File: src/rtl/pifo_dequeue_ctrl.sv
// Dequeue front-end for the root PIFO calendar: paced, insert-aware pop issue
// into a small output FIFO that feeds the packet-buffer reader.
module pifo_dequeue_ctrl #(
  parameter int BUFFER_ADDR_WIDTH = 12,
  parameter int FIFO_DEPTH        = 4,
  parameter int FIFO_PTR_WIDTH    = 2,
  parameter int GAP_WIDTH         = 8,
  parameter int STAT_WIDTH        = 32
) (
  input  logic                         clk,
  input  logic                         rst,
  input  logic [BUFFER_ADDR_WIDTH-1:0] s_axis_buffer_addr,
  input  logic                         s_axis_buffer_addr_valid,
  input  logic                         s_axis_insert_en,
  output logic                         m_axis_pop_en,
  output logic [BUFFER_ADDR_WIDTH-1:0] m_axis_tdata,
  output logic                         m_axis_tvalid,
  input  logic                         m_axis_tready,
  input  logic                         cfg_enable,
  input  logic [GAP_WIDTH-1:0]         cfg_min_gap,
  output logic [STAT_WIDTH-1:0]        stat_pop_count,
  output logic [STAT_WIDTH-1:0]        stat_insert_block_count,
  output logic [FIFO_PTR_WIDTH:0]      fifo_occupancy
);

  typedef enum logic {IDLE = 1'b0, RUN = 1'b1} state_t;

  localparam logic [FIFO_PTR_WIDTH:0] FULL_LVL = (FIFO_PTR_WIDTH+1)'(FIFO_DEPTH);

  state_t                                       r_state;
  logic [GAP_WIDTH-1:0]                         r_gap_cnt;
  logic [FIFO_DEPTH-1:0][BUFFER_ADDR_WIDTH-1:0] r_mem;
  logic [FIFO_PTR_WIDTH-1:0]                    r_wr_ptr, r_rd_ptr;
  logic [FIFO_PTR_WIDTH:0]                      r_occ;
  logic [STAT_WIDTH-1:0]                        r_pop_cnt, r_blk_cnt;

  logic w_full, w_gap_ok, w_qual, w_pop, w_blk, w_rd;

  // Full is judged on current occupancy only, so tready never reaches pop_en.
  assign w_full   = (r_occ == FULL_LVL);
  assign w_gap_ok = (r_gap_cnt == '0);
  assign w_qual   = !rst && (r_state == RUN) && cfg_enable && s_axis_buffer_addr_valid &&
                    !w_full && w_gap_ok;
  assign w_pop    = w_qual && !s_axis_insert_en;
  assign w_blk    = w_qual && s_axis_insert_en;
  assign w_rd     = (r_occ != '0) && m_axis_tready;

  assign m_axis_pop_en           = w_pop;
  assign m_axis_tvalid           = (r_occ != '0);
  assign m_axis_tdata            = r_mem[r_rd_ptr];
  assign fifo_occupancy          = r_occ;
  assign stat_pop_count          = r_pop_cnt;
  assign stat_insert_block_count = r_blk_cnt;

  always_ff @(posedge clk or posedge rst) begin
    if (rst) begin
      r_state <= IDLE;
    end else begin
      case (r_state)
        IDLE:    if (cfg_enable)  r_state <= RUN;
        RUN:     if (!cfg_enable) r_state <= IDLE;
        default: r_state <= IDLE;
      endcase
    end
  end

  // Gap of 0 or 1 both load 0, giving back-to-back pops.
  always_ff @(posedge clk or posedge rst) begin
    if (rst) begin
      r_gap_cnt <= '0;
    end else if (w_pop) begin
      r_gap_cnt <= (cfg_min_gap == '0) ? '0 : cfg_min_gap - GAP_WIDTH'(1);
    end else if (r_gap_cnt != '0) begin
      r_gap_cnt <= r_gap_cnt - GAP_WIDTH'(1);
    end
  end

  always_ff @(posedge clk or posedge rst) begin
    if (rst) begin
      r_mem    <= '0;
      r_wr_ptr <= '0;
      r_rd_ptr <= '0;
      r_occ    <= '0;
    end else begin
      if (w_pop) begin
        r_mem[r_wr_ptr] <= s_axis_buffer_addr;
        r_wr_ptr        <= r_wr_ptr + FIFO_PTR_WIDTH'(1);
      end
      if (w_rd) r_rd_ptr <= r_rd_ptr + FIFO_PTR_WIDTH'(1);
      case ({w_pop, w_rd})
        2'b10:   r_occ <= r_occ + (FIFO_PTR_WIDTH+1)'(1);
        2'b01:   r_occ <= r_occ - (FIFO_PTR_WIDTH+1)'(1);
        default: r_occ <= r_occ;
      endcase
    end
  end

  always_ff @(posedge clk or posedge rst) begin
    if (rst) begin
      r_pop_cnt <= '0;
      r_blk_cnt <= '0;
    end else begin
      if (w_pop) r_pop_cnt <= r_pop_cnt + STAT_WIDTH'(1);
      if (w_blk) r_blk_cnt <= r_blk_cnt + STAT_WIDTH'(1);
    end
  end

endmodule

File: config.mk
export PLATFORM = sky130hd
export DESIGN_NAME = pifo_dequeue_ctrl
export DESIGN_NICKNAME = d
export VERILOG_FILES = /design/src/rtl/pifo_dequeue_ctrl.sv
export SDC_FILE = /design/constraint.sdc
export NUM_CORES = 1
export LEC_CHECK = 0
export CAP_MARGIN = 20
export CORE_UTILIZATION = 55
export CTS_BUF_LIST = sky130_fd_sc_hd__clkbuf_8
export DETAILED_ROUTE_END_ITERATION = 8
export PLACE_DENSITY_LB_ADDON = 0.12
export RECOVER_POWER = 100
export SYNTH_ARGS = -nofsm -noshare
export SYNTH_HDL_FRONTEND = slang
export SYNTH_SLANG_ARGS = --single-unit
File: constraint.sdc
create_clock -name clk -period 6.2 [get_ports clk]
set_input_delay 1.86 -clock clk [delete_from_list [all_inputs] [get_ports clk]]
set_output_delay 1.86 -clock clk [all_outputs]
set_load 0.03 [all_outputs]
==> metrics <==
H-Tree Depth 4; Die Y 107 µm; synthesized flop and latch total approximately 130; Core Area 0.0105 mm²; gp weighted congestion 0.811; Worst slew margin -81.6%; 1st-pass router iterations 4; Clock Path Buffers 2; hold path depth 1; Crit Path Category in2out; # DRC 0; critical path required time 4340 ps; final hold viol count 0; placed instance area 0.00727 mm²; fillcell total 788; Worst-Skew Late Latency 420 ps; dominant cell type by area after synthesis dfrtp_1; Site Rows 37; Post-DP HPWL 8630 µm; Critical R2R Capture stat_pop_count[18]; Post-Syn Nets 536; clock-pin slew on the worst setup and hold paths approximately 70 ps; synth warn 0; ratio of cells with drive above 1 in the final layout between 10% and 20%; cells along the critical path dlygate4sd3_1, or4b_2, nor4_4, clkdlybuf4s50_1; Slew Limit Fails 64; Post-Syn Area per Cell 12.2 µm²; per-cell routed wire length 16.2 µm; Ant. Diodes 0; status complete, but fails checks; # resized after CTS 0; FF-to-FF path depth 8; minimum clock period roughly 6000 ps; Worst Max-Slew Pin Slew roughly 2700 ps; FF/Latch Area 0.00320 mm²; endpoints failing setup 0; global-route wire length before repair 21100 µm; Starting Density 57.6%; Hold EP stat_insert_block_count[31]; Critical Path Max Stage Delay 740 ps; Post-CTS Setup Bufs 0; cts hold-fix bufs 0; crit share post-route between 90 and 100%; CP max FO 4; area of the multi-input gates 0.00268 mm²; failing checks capacitance limit, slew limit; clk root buf clkbuf_8; GRT Residual Overflow 0; Setup WS post-layout 254 ps; CTS Sinks 128; Worst Hold Launch stat_insert_block_count[31]; Seq/Total Area, Yosys 52.9%; Max Clock Skew 8.64 ps; cell count after synthesis 498; RSZ-0062 raised after global routing false; final net count about 660; Port Buffers 106; Slowest-stage cell, CP clkdlybuf4s50_1; Final TNS setup 0 ps; FMAX 168 MHz; Detailed Route WL 12400 µm; fin area 0.00758 mm²; Leakage 3.75 nW; Ports around 110; pin count of the biggest net entering global routing 87; routed vias 4201; maximum vdd drop roughly 170 µV; post-route ant nets 0; maxcap violations 1; Layout area overhead 25.1%; CTS Buf Count 17; number of global-route vias before repair 4448; Iteration-0 DRC Markers 199; startpoint types input pin; async set-reset flop share out of synthesis 100%; die footprint 0.0114 mm²; worst r2r src r_gap_cnt[0]; Worst Setup End Kind output pin; Reg2Reg Setup Slack 2880 ps; Synth Flop Type dfrtp_1; PD cells approximately 230 mW/mm²; CTS tree built; antenna violations before repair 0; vias per cell 5.50; Unique masters post-synth 40; synthesized area around 0.0061 mm²; number of synthesized flops with an enable pin 0; pre-CTS WS 339 ps; Arr. time, crit path 4090 ps; hold crit path type reg2reg; ranking of synthesized cells by area dfrtp_1 53%, mux2_2 9.3%, xnor2_1 5.9%, xor2_1 5.1%, mux4_2 4.5%; Die Width 107 µm; All-Layer GR Usage 24.0%; post-synth top area share 52.9%
[through the flow]
step           hold WS, ps  util [%]  std cells  power, mW
2_1_floorplan          474         -        498       1.04
3_3_place_gp           460      69.2        733       1.12
3_5_place_dp           461      69.2        733       1.13
4_1_cts                474      72.6        763       1.78
5_1_grt                488      72.1        764       1.83
6_report               468      72.1        764       1.75
[registers in the layout, indices dropped and copies added (netlist names)]
register	cells
r_rd_ptr	2
stat_insert_block_count	32
r_gap_cnt	8
fifo_occupancy	3
r_mem	48
r_wr_ptr	2
stat_pop_count	32
r_state	1
[synthesized netlist by cell type, types with 4 or more instances]
cell,instances
and3_1,7
nor2_1,25
xor2_1,35
inv_1,16
clkbuf_1,4
and4_1,4
o21ai_0,10
nor3b_1,4
or3_1,4
xnor2_1,41
ha_1,11
nand3_1,18
mux2_2,50
nand4_1,18
nand2_1,50
nor3_1,13
buf_2,5
nor4_1,12
dfrtp_1,128
mux4_2,12
[kinds of logic (layout without fill, tap and decap cells)]
family	after synthesis	count (layout)	share of synthesized area [%]
buffers and inverters	29	159	1.90
AO/OA/AOI/OAI	13	13	1.12
AND/OR/NAND/NOR	175	175	16.2
multiplexers	65	65	14.3
adder cells (fa/ha/maj)	12	12	2.60
XOR/XNOR	76	76	11.0
flip-flops	128	128	52.9
[worst max-delay path, delay by kind of cell]
family	cells	cell delay [ps]
and+or+nand+nor	2	920
buffers and inverters	2	1310
[how the worst max path moves through the flow]
stage,end,depth (start not counted),start
2_1_floorplan,fifo_occupancy[0],1,rst
3_3_place_gp,m_axis_pop_en,4,s_axis_insert_en
3_5_place_dp,m_axis_pop_en,4,s_axis_insert_en
4_1_cts,m_axis_pop_en,4,s_axis_insert_en
5_1_grt,m_axis_pop_en,4,s_axis_insert_en
6_report,m_axis_pop_en,4,s_axis_insert_en
[layer usage]
layer,share of wire [%],vias to the layer above,track usage [%]
li1,-,1986,-
met1,43,2088,30.6
met2,50,108,39.9
met3,5.0,19,5.29
met4,1.4,0,9.49
met5,0,-,0
[final cells by class]
type	instances	share of cell area, %
Sequential cell	128	42.3
Multi-Input combinational cell	341	35.4
Timing Repair Buffer	112	14.6
Clock buffer	18	3.27
Tap cell	136	2.25
Clock inverter	12	1.39
Inverter	17	0.859
[layout by cell type, fill, tap and decap left out, types with 19 or more instances in the layout]
master / instances
dfrtp_1: 128
dlygate4sd3_1: 85
nand2_1: 50
mux2_2: 50
xnor2_1: 41
xor2_1: 35
nor2_1: 25
clkdlybuf4s50_1: 21
inv_1: 20
nand3_1: 19
[power breakdown]
part           internal [mW]  leakage [nW]  switching [mW]
Clock                  0.353         0.202           0.299
Sequential             0.853          1.72          0.0620
Combinational         0.0961          1.83          0.0898
Total                   1.30          3.75           0.450
No activity file was read; power rests on OpenSTA's default activity.
